`src/rtl/ip_hdr_pkg.sv`:
```
// rtl/ip_hdr_pkg.sv - shared constants, state encoding and helpers for the IPv4 RX header checker (IP_HDR_OPTIONS_EN selects option-word support)
package ip_hdr_pkg;

    localparam logic [3:0]  IP_VERSION_4  = 4'd4;
    localparam logic [3:0]  IP_IHL_MIN    = 4'd5;
    localparam int          MF_BIT        = 13;
    localparam logic [12:0] FRAG_OFF_MASK = 13'h1FFF;

`ifdef IP_HDR_OPTIONS_EN
    // Word index has to reach 14 for a 15-word header.
    localparam int CNT_W = 4;
`else
    // Fixed 5-word header: indices 0..4 plus the post-increment value 5.
    localparam int CNT_W = 3;
`endif

    typedef enum logic {
        ST_IDLE = 1'b0,
        ST_HDR  = 1'b1
    } hdr_state_t;

    // Sum of the two big-endian 16-bit halves of one header word.
    function automatic logic [16:0] word_sum(input logic [31:0] w);
        return {1'b0, w[31:16]} + {1'b0, w[15:0]};
    endfunction

endpackage

```
`src/rtl/ones_comp_fold.sv`:
```
// rtl/ones_comp_fold.sv - combinational 20-to-16 bit ones'-complement double fold
module ones_comp_fold (
    input  logic [19:0] sum,
    output logic [15:0] folded
);

    logic [16:0] s1;
    logic [15:0] s2;

    // First fold can leave at most one carry, which the second fold absorbs without overflow.
    always_comb begin
        s1     = {1'b0, sum[15:0]} + {13'd0, sum[19:16]};
        s2     = s1[15:0] + {15'd0, s1[16]};
        folded = s2;
    end

endmodule

```
`src/rtl/ip_header_check.sv`:
```
// rtl/ip_header_check.sv - IPv4 RX header checker: checksum, version, IHL, fragment and destination validation (IP_HDR_OPTIONS_EN enables option words)
module ip_header_check
    import ip_hdr_pkg::*;
#(
    parameter logic [31:0] LOCAL_IP  = 32'hC0A8_0001,
    parameter bit          CHECK_DST = 1'b1
) (
    input  logic        clk,
    input  logic        reset,
    input  logic [31:0] in_data,
    input  logic        in_valid,
    input  logic        in_sop,
    output logic        busy,
    output logic        out_done,
    output logic        out_ok,
    output logic        err_version,
    output logic        err_ihl,
    output logic        err_csum,
    output logic        err_dst,
    output logic        err_frag,
    output logic [15:0] hdr_total_len,
    output logic [7:0]  hdr_protocol,
    output logic [31:0] hdr_src_ip,
    output logic [3:0]  hdr_ihl
);

    hdr_state_t       state;
    logic [CNT_W-1:0] cnt;
    logic [19:0]      acc;

    // Working copies of the header being accumulated; the hdr_* outputs only
    // take these on completion so a following header cannot disturb a result.
    logic [3:0]  ver_q;
    logic [3:0]  ihl_q;
    logic [15:0] tlen_q;
    logic [13:0] frag_q;
    logic [7:0]  proto_q;
    logic [31:0] src_q;
    logic [31:0] dst_q;

    logic             sop_take;
    logic             word_take;
    logic             is_last;
    logic [CNT_W-1:0] last_idx;
    logic [19:0]      acc_next;
    logic [15:0]      csum_folded;
    logic [31:0]      dst_eff;
    logic             f_version;
    logic             f_ihl;
    logic             f_csum;
    logic             f_dst;
    logic             f_frag;

    ones_comp_fold u_fold (
        .sum    (acc_next),
        .folded (csum_folded)
    );

    // Accept decode, end-of-header detection and the check results for the word being taken.
    always_comb begin
        sop_take  = in_valid & in_sop;
        word_take = (state == ST_HDR) & in_valid & ~in_sop;
`ifdef IP_HDR_OPTIONS_EN
        // Short IHL is flagged but still consumes the minimum five words.
        last_idx  = (ihl_q < IP_IHL_MIN) ? (IP_IHL_MIN - 4'd1) : (ihl_q - 4'd1);
`else
        last_idx  = CNT_W'(4);
`endif
        is_last   = word_take & (cnt == last_idx);
        acc_next  = acc + {3'd0, word_sum(in_data)};

        // In the 5-word case the destination arrives with the last word itself.
        dst_eff   = (cnt == CNT_W'(4)) ? in_data : dst_q;

        f_version = (ver_q != IP_VERSION_4);
`ifdef IP_HDR_OPTIONS_EN
        f_ihl     = (ihl_q < IP_IHL_MIN);
`else
        f_ihl     = (ihl_q != IP_IHL_MIN);
`endif
        f_csum    = (csum_folded != 16'hFFFF);
        f_frag    = frag_q[MF_BIT] | ((frag_q[12:0] & FRAG_OFF_MASK) != 13'd0);
        f_dst     = CHECK_DST && (dst_eff != LOCAL_IP);
    end

    assign busy = (state == ST_HDR);

    // Header FSM: word capture, checksum accumulation and registered result publication.
    always_ff @(posedge clk or posedge reset) begin
        if (reset) begin
            state         <= ST_IDLE;
            cnt           <= '0;
            acc           <= '0;
            ver_q         <= '0;
            ihl_q         <= '0;
            tlen_q        <= '0;
            frag_q        <= '0;
            proto_q       <= '0;
            src_q         <= '0;
            dst_q         <= '0;
            out_done      <= 1'b0;
            out_ok        <= 1'b0;
            err_version   <= 1'b0;
            err_ihl       <= 1'b0;
            err_csum      <= 1'b0;
            err_dst       <= 1'b0;
            err_frag      <= 1'b0;
            hdr_total_len <= '0;
            hdr_protocol  <= '0;
            hdr_src_ip    <= '0;
            hdr_ihl       <= '0;
        end else begin
            out_done <= 1'b0;
            if (sop_take) begin
                // A sop always starts over, discarding any partial header silently.
                state  <= ST_HDR;
                cnt    <= CNT_W'(1);
                acc    <= {3'd0, word_sum(in_data)};
                ver_q  <= in_data[31:28];
                ihl_q  <= in_data[27:24];
                tlen_q <= in_data[15:0];
            end else if (word_take) begin
                cnt <= cnt + CNT_W'(1);
                acc <= acc_next;
                case (cnt)
                    CNT_W'(1): frag_q  <= in_data[13:0];
                    CNT_W'(2): proto_q <= in_data[23:16];
                    CNT_W'(3): src_q   <= in_data;
                    CNT_W'(4): dst_q   <= in_data;
                    default:   ;
                endcase
                if (is_last) begin
                    state         <= ST_IDLE;
                    out_done      <= 1'b1;
                    out_ok        <= ~(f_version | f_ihl | f_csum | f_dst | f_frag);
                    err_version   <= f_version;
                    err_ihl       <= f_ihl;
                    err_csum      <= f_csum;
                    err_dst       <= f_dst;
                    err_frag      <= f_frag;
                    hdr_total_len <= tlen_q;
                    hdr_protocol  <= (cnt == CNT_W'(2)) ? in_data[23:16] : proto_q;
                    hdr_src_ip    <= (cnt == CNT_W'(3)) ? in_data : src_q;
                    hdr_ihl       <= ihl_q;
                end
            end
        end
    end

endmodule

```
`config.mk`:
```
export PLATFORM = sky130hd
export DESIGN_NAME = ip_header_check
export DESIGN_NICKNAME = d
export VERILOG_FILES = /design/src/rtl/ip_hdr_pkg.sv /design/src/rtl/ones_comp_fold.sv /design/src/rtl/ip_header_check.sv
export SDC_FILE = /design/constraint.sdc
export NUM_CORES = 1
export LEC_CHECK = 0
export CORE_ASPECT_RATIO = 1.5
export CORE_MARGIN = 8
export CORE_UTILIZATION = 60
export CTS_BUF_LIST = sky130_fd_sc_hd__clkbuf_8
export DETAILED_ROUTE_END_ITERATION = 10
export GPL_ROUTABILITY_DRIVEN = 0
export PLACE_DENSITY_LB_ADDON = 0.15
export REMOVE_ABC_BUFFERS = 1
export SLEW_MARGIN = 0
export SYNTH_ARGS = -nofsm -noshare
export SYNTH_HDL_FRONTEND = slang
export SYNTH_HIERARCHICAL = 1
export SYNTH_SLANG_ARGS = --single-unit
```
`constraint.sdc`:
```
create_clock -name clk -period 9.8 [get_ports clk]
set_input_delay 1.96 -clock clk [delete_from_list [all_inputs] [get_ports clk]]
set_output_delay 1.96 -clock clk [all_outputs]
set_load 0.03 [all_outputs]
```
# [Word-level counts from Yosys, hierarchy flattened]
# Cells that the tools add are included.
[word_totals] inputBits=36 reg_bits=201 latch_bits=0 elab_cells=66 mem_bits_rw=0 mem_bits_ro=0 memories=0 output_inout_bits=68
[classes] n_eq_ne=8 div_mod_pow=0 bitwise=12 mux=13 magnitude_cmp=0 addsub=5 shifts=0 n_mul=0 n_reduce_logical=7
[op_table] operator="two-way mux 32 bit" count=2
[op_table] operator="two-way mux 20 bit" count=2
[op_table] operator="inequality test 32 bit (second input constant)" count=1
[op_table] operator="adder 20 x 17 -> 20 bit" count=1
[op_table] operator="adder 16 x 16 -> 17 bit" count=1
[op_table] operator="adder 16 x 4 -> 17 bit" count=1
[op_table] operator="adder 16 x 1 -> 16 bit" count=1
[op_table] operator="inequality test 16 bit (second input constant)" count=1
[op_table] operator="nonzero test 13 bit" count=1
[op_table] operator="two-way mux 8 bit" count=1
[op_table] operator="inequality test 4 x 3 -> 1 bit (second input constant)" count=2
[op_table] operator="== test 3 x 2 -> 1 bit (second input constant)" count=2
[op_table] operator="two-way mux 1 bit" count=6
[op_table] operator="two-way mux 3 bit" count=2
[op_table] operator="AND reduction 3 bit" count=2
[op_table] operator="OR 1 bit" count=5
[op_table] operator="AND 1 bit" count=4
[op_table] operator="AND reduction 2 bit" count=2
[op_table] operator="nonzero test 2 bit" count=2
[op_table] operator="adder 3 x 1 -> 3 bit (second input constant)" count=1
[op_table] operator="== test 3 x 1 -> 1 bit (second input constant)" count=1
[op_table] operator="== test 3 bit (second input constant)" count=1
[op_table] operator="NOT 1 bit" count=3

# [Logic depth before layout (Yosys ltp)]
# Gate-level depths: netlist (run 1).
[depth] word_depth=9 depth_mapped=34 ltp_nobuf=32

# [Cells and area by module]
# Netlist (run 1), hierarchy kept.
[by_module_without_submodules] mod="ip_header_check" seq_area_each_um2=5029.8 cells_per_inst=1015 area_per_inst_um2=9873.2 instances=1
[by_module_without_submodules] mod="ones_comp_fold" seq_area_each_um2=0.0 cells_per_inst=111 area_per_inst_um2=849.6 instances=1

# [Least setup slack after synthesis (run 1)]
# OpenSTA, ideal clock, no wires.
[synth_timing] path_kind="in2reg" startpoint="input in_data[0]" endpoint="register out_ok" stages=34 path_buffers=2 arrival_time_ns=7.990 setup_slack_ns=1.715 setup_ns=0.095 required_ns=9.705 cell_sequence="ha_1 inv_1 fa_1 nor2b_1 o31a_1 o21a_1 o41ai_1 inv_1 a21oi_1 xnor2_1 ha_1 clkbuf_1 nand3_1 nor2_1 nor2_1 o31ai_4 a41oi_1 xnor2_1 ha_1 fa_1 a211oi_2 or2_1 clkbuf_1 nor2_1 and4_1 ha_1 ha_1 nand4_1 a211o_1 xnor2_1 nand4_1 nor4_1 nand4_1 o31ai_1"
[synth_between] elab_chain_len=9 elab_cells_between_ends=11 cone_classes="4 x add/sub; 2 x eq/ne; 1 x mux; 4 x bitwise"
[synth_lines] element="start: declaration" line="ip_header_check.sv:10" text="input logic [31:0] in_data,"
[synth_lines] element="adder 16 x 16 -> 17 bit" line="ip_hdr_pkg.sv:24" text="return {1'b0, w[31:16]} + {1'b0, w[15:0]};"
[synth_lines] element="adder 20 x 17 -> 20 bit" line="ip_header_check.sv:70" text="acc_next = acc + {3'd0, word_sum(in_data)};"
[synth_lines] element="via acc_next[16]" line="ip_header_check.sv:45" text="logic [19:0] acc_next;"
[synth_lines] element="adder 16 x 4 -> 17 bit" line="ones_comp_fold.sv:12" text="s1 = {1'b0, sum[15:0]} + {13'd0, sum[19:16]};"
[synth_lines] element="adder 16 x 1 -> 16 bit" line="ones_comp_fold.sv:13" text="s2 = s1[15:0] + {15'd0, s1[16]};"
[synth_lines] element="via csum_folded[8]" line="ip_header_check.sv:46" text="logic [15:0] csum_folded;"
[synth_lines] element="inequality test 16 bit" line="ip_header_check.sv:81" text="f_csum = (csum_folded != 16'hFFFF);"
[synth_lines] element="OR 1 bit (3 in a row)" line="ip_header_check.sv:135" text="out_ok <= ~(f_version | f_ihl | f_csum | f_dst | f_frag);"
[synth_lines] element="NOT 1 bit" line="ip_header_check.sv:135"
[synth_lines] element="end signal: assignment" line="ip_header_check.sv:135"
[synth_lines] element="end: declaration" line="ip_header_check.sv:15" text="output logic out_ok,"
# The timed path passes the listed nets, and every way through them passes these cells.
# A chain may end at the register's enable or synchronous reset.

# [Final worst setup path (run 1)]
# Same ends and word-level chain as after synthesis.

==> results of run 1 <==
==> worst min-delay path, cell delays in order, from the launching register on <==
cell and delay [ns]:
dfrtp_1 0.34, nand2_1 0.05, nand2_1 0.05
==> state kept, by name, summed over array words and instances, names as in the netlist, 3 cells and up <==
register and cells:
acc 20, cnt 3, dst_q 32, frag_q 14, hdr_ihl 4, hdr_protocol 8
hdr_src_ip 32, hdr_total_len 16, ihl_q 4, proto_q 8, src_q 32, tlen_q 16
ver_q 4
==> synth_stat cells, drive strengths merged (3+ instances only) <==
cell    number
nand2      336
dfrtp      201
o21ai       68
mux2        49
ha          45
nor2        37
mux2i       34
xnor2       34
a21oi       32
inv         26
buf         24
clkbuf      22
nand4       19
nor4        18
xor2        17
nand3       16
a21o        15
o21a        12
a22o        11
and2         9
a211oi       7
nand2b       6
o211ai       6
o22ai        6
or4          6
a31oi        5
and3         5
a22oi        4
a211o        3
and4         3
fa           3
nor2b        3
nor3         3
nor4bb       3
o22a         3
o31ai        3
o32ai        3
==> placed cells by master, fill, tap and decap left out, types with 34 or more instances in the layout <==
| master | netlist | routed |
|---|---|---|
| nand2_1 | 336 | 335 |
| dfrtp_1 | 201 | 201 |
| clkdlybuf4s50_1 | 0 | 103 |
| o21ai_1 | 49 | 50 |
| ha_1 | 45 | 44 |
| mux2_1 | 41 | 41 |
| clkbuf_8 | 0 | 36 |
| nor2_1 | 35 | 35 |
| xnor2_1 | 34 | 34 |
| mux2i_1 | 34 | 34 |
==> per-stage QoR <==
stage | cells | util | hold WS [ns]
CTS | 1469 | 0.710 | 0.470
detailed placement | 1418 | 0.676 | 0.450
global placement | 1418 | 0.676 | 0.448
floorplan | 1080 | - | 0.433
finish | 1469 | 0.710 | 0.466
global route | 1469 | 0.710 | 0.488
==> area by class of cell <==
cell class	instances	area, um^2
clock inverter	15	92.6
timing repair buffer	121	1170
inverter	26	105
tap	217	272
clock buffer	36	495
multi-input combinational	853	5410
sequential	201	5030
fill	1354	5140
==> worst max path at each step <==
stage	start	to	slack, ns	cells past startpoint
after detailed placement	in_data[0]	out_ok	0.52	33
final	in_data[0]	out_ok	0.99	33
after global placement	in_data[0]	out_ok	0.85	33
after global routing	in_data[0]	out_ok	0.41	33
after floorplan	in_data[0]	out_ok	1.85	32
after CTS	in_data[0]	out_ok	1.04	33
==> kinds of logic (layout without fill, tap and decap cells) <==
family                   Yosys count  in the layout  share of synthesized area
AO/OA/AOI/OAI                    195            195                      0.123
XOR/XNOR                          51             51                     0.0424
adder cells (fa/ha/maj)           48             48                     0.0581
buffers and inverters             72            198                     0.0279
flip-flops                       201            201                      0.469
multiplexers                      83             83                     0.0832
AND/OR/NAND/NOR                  476            476                      0.196
==> per-layer routing <==
layer	up-vias	GRT usage	routed length, um
met5	-	0	0
met4	0	0.0910	916
met3	63	0.0308	1350
met2	244	0.451	14400
met1	4255	0.287	11000
li1	4114	-	-
==> power by group through the flow <==
stage / Clock (mW) / Sequential (mW) / Combinational (mW)
after CTS: 0.684 / 1.35 / 2.34
final: 0.672 / 1.35 / 2.35
after detailed placement: 0 / 1.37 / 2.33
after floorplan: 0 / 1.58 / 1.37
after global routing: 0.716 / 1.40 / 2.54
after global placement: 0 / 1.35 / 2.29
==> results.json, run 1 <==
{
  "powerDensity_nw_per_um2": 348,
  "postCtsResizedCells": 0,
  "status": "finished, final reports clean",
  "design_area_um2": 12600,
  "finClkSkew_ns": 0.0128,
  "yosys.cell_types.count": 79,
  "dp_hpwl_um": 19500,
  "drt_iter0_drc": 604,
  "min_path_cells": 2,
  "wl_um": 27700,
  "synthArstFlopShare": 1.00,
  "r2r_setup_slack_ns": 3.92,
  "overflow": 0,
  "finalCritPeriodShare": 0.899,
  "place_ws_ns": 0.524,
  "arrival_ns": 9.26,
  "placementRows": 60,
  "drive_gt1_frac": 0.0775,
  "finalSetupTns_ns": 0,
  "syn_area_per_cell_um2": 9.52,
  "pwr-share-comb": 0.537,
  "port_buffers": 103,
  "drv_slew": 0,
  "core-area_um2": 17700,
  "ys_seq_elements": 201,
  "crit_required_ns": 10.25,
  "timing.critical_path.buf_inv": 3,
  "yosys.area.top_type": "dfrtp_1",
  "grt_max_degree": 124,
  "internal_power_mw": 2.47,
  "hp-class": "flip-flop to flip-flop",
  "synth_edf_count": 0,
  "die_h_um": 180,
  "min_period_ns": 8.81,
  "clk_pin_slew_ns": 0.06,
  "numCtsBuffers": 30,
  "vias_per_cell": 5.91,
  "r2r-end": "out_ok",
  "worst_pin_slew_ns": 1.10,
  "min_to": "hdr_total_len[15]",
  "grt_pass1_wl_um": 45400,
  "post-cts-setup-buffers": 0,
  "dr.pass1.iters": 5,
  "cp-end-kind": "flip-flop",
  "clock_latency_ns": 0.54,
  "switching_share": 0.434,
  "hold_path_startpoint": "tlen_q[15]",
  "grt_pass1_vias": 8862,
  "cts_max_level": 1,
  "reg2reg_from": "acc[0]",
  "cts_hold_buf": 0,
  "cts-root-buf": "clkbuf_8",
  "cp-start-kind": "input pin",
  "worstRegToRegCells": 23,
  "wl_per_cell_um": 18.9,
  "finalPower_mw": 4.37,
  "slowest_stage": "clkdlybuf4s50_1",
  "dieArea_um2": 22500,
  "synth_ff_type": "dfrtp_1",
  "boundaryPins": 104,
  "clkPwrFrac": 0.154,
  "synth_warnings": 6,
  "initial_core_util": 0.605,
  "antenna_left": 0,
  "ys_seq_area_frac": 0.469,
  "clock.fmax_mhz": 114,
  "post-route-drc-count": 0,
  "power.net_switching_mw": 1.90,
  "insertedDiodeCount": 0,
  "critical-path-top-delay-family": "compound AO/OA/AOI/OAI gates",
  "fin_nets": 1317,
  "antenna_found_initial": 0,
  "hold_viol_final": 0,
  "path_class": "input pin to flip-flop",
  "dieWidth_um": 125,
  "cts.path.max_buffers": 3,
  "synth_top_area_share": 0.469,
  "setup_ws_ns": 0.992,
  "syn_area_um2": 10700,
  "postSynthCellCount": 1126,
  "p_seq_frac": 0.310,
  "grt_setup_unrepaired": "false",
  "crit_top_cell": "ha_1",
  "slowest_delay_ns": 0.55,
  "cap_violations": 0,
  "setup_viol": 0,
  "vdd_drop_max_v": 0.000295,
  "cp_max_fo": 7,
  "synth_area_leaders": "dfrtp_1 (47%), nand2_1 (12%), ha_1 (5.3%)",
  "grt_util_all_layers": 0.246,
  "slew_headroom": 0.269,
  "cts.sinks": 201,
  "dr_total_vias": 8676,
  "p_leak_nw": 5.91,
  "cts_tree": "done",
  "area_delta_synth_final_pct": 17.2,
  "placed_cell_area_um2": 12000
}
Note: power is estimated with default switching activity, not from simulation.
==> inputs of run 2 (changes only) <==
Settings changed: CORE_UTILIZATION 60 to 54.
Clock period 9.8 ns to 7.66 ns, I/O delays scaled along.
==> results.json, run 2 (synthesis results as in run 1) <==
{
  "vdd_drop_max_v": 0.000460,
  "cts_tree": "done",
  "dieWidth_um": 131,
  "hp-class": "flip-flop to flip-flop",
  "core-area_um2": 19600,
  "arrival_ns": 8.02,
  "dr.pass1.iters": 5,
  "placementRows": 63,
  "pwr-share-comb": 0.588,
  "clkPwrFrac": 0.139,
  "wl_per_cell_um": 18.4,
  "fin_util": 0.712,
  "post-route-drc-count": 0,
  "dp_hpwl_um": 22200,
  "fin_nets": 1459,
  "vias_per_cell": 5.61,
  "clk_pin_slew_ns": 0.07,
  "finalCritPeriodShare": 0.989,
  "numCtsBuffers": 29,
  "antenna_found_initial": 0,
  "slowest_stage": "clkdlybuf4s50_1",
  "worst_pin_slew_ns": 1.19,
  "grt_util_all_layers": 0.248,
  "setup_viol": 0,
  "cp-start-kind": "input pin",
  "insertedDiodeCount": 0,
  "clock_latency_ns": 0.56,
  "p_seq_frac": 0.273,
  "slowest_delay_ns": 0.54,
  "cts.sinks": 201,
  "antenna_left": 0,
  "r2r_setup_slack_ns": 2.26,
  "drt_iter0_drc": 661,
  "switching_share": 0.420,
  "powerDensity_nw_per_um2": 453,
  "initial_core_util": 0.546,
  "dieArea_um2": 24700,
  "hold_viol_final": 0,
  "finalPower_mw": 6.34,
  "cts_max_level": 1,
  "fillCellCount": 1489,
  "area_delta_synth_final_pct": 30.3,
  "drv_slew": 0,
  "slew_headroom": 0.199,
  "finClkSkew_ns": 0.0292,
  "top_regs": "dst_q (32), hdr_src_ip (32), src_q (32)",
  "die_h_um": 189,
  "whs_ns": 0.462,
  "crit_top_cell": "buf_4",
  "status": "finished, final reports clean",
  "cts.path.max_buffers": 3,
  "drive_gt1_frac": 0.198,
  "cts_hold_buf": 0,
  "cts-root-buf": "clkbuf_8",
  "port_buffers": 103,
  "min_period_ns": 7.57,
  "power.net_switching_mw": 2.66,
  "cap_violations": 0,
  "cp-end-kind": "flip-flop",
  "wl_um": 30400,
  "mostFrequentLayoutCell": "nand2_1",
  "dr_total_vias": 9297,
  "overflow": 0,
  "grt_pass1_wl_um": 48800,
  "boundaryPins": 104,
  "crit_required_ns": 8.11,
  "cp_max_fo": 4,
  "grt_pass1_vias": 9659,
  "most-common-layout-cells": "nand2_1 (335), dfrtp_1 (201), buf_4 (161), clkdlybuf4s50_1 (94), o21ai_1 (51)",
  "design_area_um2": 14000,
  "internal_power_mw": 3.68,
  "grt_max_degree": 136,
  "clock.fmax_mhz": 132,
  "placed_cell_area_um2": 13000,
  "p_leak_nw": 6.73,
  "path_class": "input pin to flip-flop"
}
-- run 2: cell types whose count changed in the layout (fill, tap and decap cells not counted), sizes merged --
cell,change
buf,+143
clkdlybuf4s50,-9
dlymetal6s2s,+9
inv,+2
clkbuf,+1
-- run 2: what timing repair did --
item,CTS,global route
setup endpoints to repair,1,2
pin swaps,1,34
setup buffers,2,7
resized for setup,6,50
-- run 2: stage by stage --
stage          setup slack (ns)  TNS [ns]  cells
2_1_floorplan             0.136         0   1080
5_1_grt                 -0.0919   -0.0919   1658
6_report                 0.0858         0   1658
3_3_place_gp             -0.309    -0.443   1595
3_5_place_dp             -0.610     -1.00   1595
4_1_cts                  0.0348         0   1651
-- run 2: path summary, 6_finish.rpt --
check,from,to,depth (start not counted)
setup / recovery,in_data[4],out_ok,33
hold / removal,tlen_q[11],hdr_total_len[11],2
setup reg to reg,acc[0],out_ok,26
hold reg to reg,tlen_q[11],hdr_total_len[11],2
max in group asynchronous,reset,frag_q[6],3
min in group asynchronous,reset,out_done,2
-- run 2: final cells by class --
class | count | area (um^2) | share of cell area
multi-input cells | 853 | 5640 | 0.404
clock buffers | 37 | 509 | 0.0364
well taps | 260 | 325 | 0.0233
repair buffers | 264 | 2260 | 0.162
clock inverters | 17 | 100 | 0.00716
flip-flops and latches | 201 | 5030 | 0.360
inverters | 26 | 105 | 0.00752
-- run 2: layer usage --
layer,vias up,wire length (um),track usage
met3,65,1410,0.0283
met1,4572,11600,0.284
met5,-,0,0
met2,257,16400,0.451
li1,4403,-,-
met4,0,1030,0.103
-- run 2: power by group through the flow --
| stage | Combinational, mW | Sequential, mW | Clock, mW |
|---|---|---|---|
| after floorplan | 1.75 | 2.02 | 0 |
| after global placement | 3.50 | 1.73 | 0 |
| after detailed placement | 3.55 | 1.74 | 0 |
| after CTS | 3.57 | 1.73 | 0.896 |
| after global routing | 4.01 | 1.79 | 0.946 |
| final | 3.72 | 1.73 | 0.881 |
-- run 2: critical path: cells and delay by family --
family | cells | cell delay [ns]
buffers and inverters | 6 | 1.28
adders and majority gates | 5 | 1.23
xor gates and xnor gates | 3 | 0.55
and+or+nand+nor | 9 | 1.48
AOI/OAI and AO/OA | 10 | 1.94
==> inputs of run 3 (changes only) <==
Settings changed: CAP_MARGIN set to 40, SLEW_MARGIN 0 to 20.
==> results.json, run 3 (synthesis results as in run 1) <==
{
  "status": "finished, final reports clean",
  "grt_pass1_wl_um": 49500,
  "cts_max_level": 1,
  "vias_per_cell": 5.62,
  "clock_latency_ns": 0.56,
  "cp-end-kind": "flip-flop",
  "path_class": "input pin to flip-flop",
  "r2r-end": "out_ok",
  "min_to": "hdr_protocol[3]",
  "vdd_drop_max_v": 0.000388,
  "p_leak_nw": 6.77,
  "min_period_ns": 7.39,
  "boundaryPins": 104,
  "drive_gt1_frac": 0.189,
  "cts_tree": "done",
  "area_delta_synth_final_pct": 30.4,
  "fin_nets": 1459,
  "post-route-drc-count": 0,
  "hp-class": "flip-flop to flip-flop",
  "clkPwrFrac": 0.139,
  "dieArea_um2": 24700,
  "grt_util_all_layers": 0.252,
  "cts.sinks": 201,
  "place_inst": 1600,
  "slew_headroom": 0.430,
  "numCtsBuffers": 30,
  "finalNonFillerCells": 1659,
  "drv_slew": 0,
  "cts.path.max_buffers": 3,
  "dr_total_vias": 9327,
  "critPathLaunch": "in_data[20]",
  "cp_max_fo": 4,
  "dp_hpwl_um": 22500,
  "fillCellCount": 1466,
  "fin_util": 0.713,
  "antenna_found_initial": 0,
  "die_h_um": 189,
  "crit_top_cell": "a21o_1",
  "finalCritPeriodShare": 0.965,
  "port_buffers": 103,
  "slowest_delay_ns": 0.53,
  "dieWidth_um": 131,
  "crit_required_ns": 8.13,
  "hold_viol_final": 0,
  "mostFrequentLayoutCell": "nand2_1",
  "switching_share": 0.418,
  "internal_power_mw": 3.65,
  "finClkSkew_ns": 0.0237,
  "grt_setup_unrepaired": "false",
  "slowest_stage": "clkdlybuf4s50_1",
  "insertedDiodeCount": 0,
  "worst_pin_slew_ns": 0.847,
  "cts-root-buf": "clkbuf_8",
  "top_regs": "dst_q (32), hdr_src_ip (32), src_q (32)",
  "cap_violations": 0,
  "reg2reg_from": "acc[0]",
  "grt_pass1_vias": 9756,
  "core-area_um2": 19600,
  "min_path_cells": 2,
  "grt_max_degree": 99,
  "arrival_ns": 7.86,
  "most-common-layout-cells": "nand2_1 (336), dfrtp_1 (201), buf_4 (155), clkdlybuf4s50_1 (94), o21ai_1 (49)",
  "powerDensity_nw_per_um2": 449,
  "p_seq_frac": 0.276,
  "wl_per_cell_um": 18.3,
  "placementRows": 63,
  "dr.pass1.iters": 5,
  "wl_um": 30300,
  "clk_pin_slew_ns": 0.07,
  "setup_viol": 0,
  "worstRegToRegCells": 24,
  "overflow": 0,
  "initial_core_util": 0.546,
  "clock.fmax_mhz": 135,
  "power.net_switching_mw": 2.63,
  "finalPower_mw": 6.28,
  "hold_path_startpoint": "proto_q[3]",
  "antenna_left": 0,
  "r2r_setup_slack_ns": 2.37,
  "cp-start-kind": "input pin",
  "pwr-share-comb": 0.585,
  "drt_iter0_drc": 659
}
## run 3: worst max-delay path: cells and delay by family
| family | cells | cell delay [ns] |
|---|---|---|
| buffers and inverters | 3 | 0.84 |
| adder cells (fa/ha/maj) | 5 | 1.32 |
| AO/OA/AOI/OAI | 12 | 2.17 |
| AND/OR/NAND/NOR | 9 | 1.42 |
| XOR/XNOR | 3 | 0.56 |
## run 3: worst max-delay path by stage
| stage | end | slack (ns) | cells after the start |
|---|---|---|---|
| 2_1_floorplan | out_ok | 0.14 | 32 |
| 3_3_place_gp | out_ok | -0.31 | 32 |
| 3_5_place_dp | out_ok | -0.57 | 34 |
| 4_1_cts | out_ok | 0.003 | 34 |
| 5_1_grt | out_ok | 0.003 | 31 |
| 6_report | out_ok | 0.27 | 32 |
## run 3: per-stage QoR
stage / TNS (ns) / area (um^2) / hold slack, ns / setup WS (ns)
after global routing: 0 / 14000 / 0.493 / 0.00268
after global placement: -0.443 / 13000 / 0.445 / -0.309
after detailed placement: -0.896 / 13100 / 0.451 / -0.567
final: 0 / 14000 / 0.460 / 0.266
after floorplan: 0 / 10500 / 0.433 / 0.136
after CTS: 0 / 13800 / 0.465 / 0.00283
## run 3: area by class of cell
cell class                 instances  area (um^2)  area share
multi-input combinational        853         5580       0.399
sequential                       201         5030       0.360
timing repair buffer             263         2310       0.166
clock buffer                      41          564      0.0403
tap                              260          325      0.0233
inverter                          26          105     0.00751
clock inverter                    15         62.6     0.00447
## run 3: power groups by stage
stage	registers [mW]	logic, mW	clock network [mW]
2_1_floorplan	2.02	1.75	0
3_3_place_gp	1.73	3.50	0
3_5_place_dp	1.74	3.56	0
4_1_cts	1.73	3.58	0.892
5_1_grt	1.79	3.96	0.944
6_report	1.73	3.67	0.875
## run 3: routing by layer
metal,vias to the layer above,GRT usage,share of wire
met1,4594,0.283,0.38
met5,-,0,0
li1,4402,-,-
met2,238,0.458,0.53
met3,93,0.0323,0.045
met4,0,0.106,0.045
## run 3: what timing repair did
action	4_1_cts	5_1_grt
resized for setup	1	40
buffers inserted	0	3
hold buffers	0	0
pin swaps	0	18
endpoints found under the setup margin	1	2
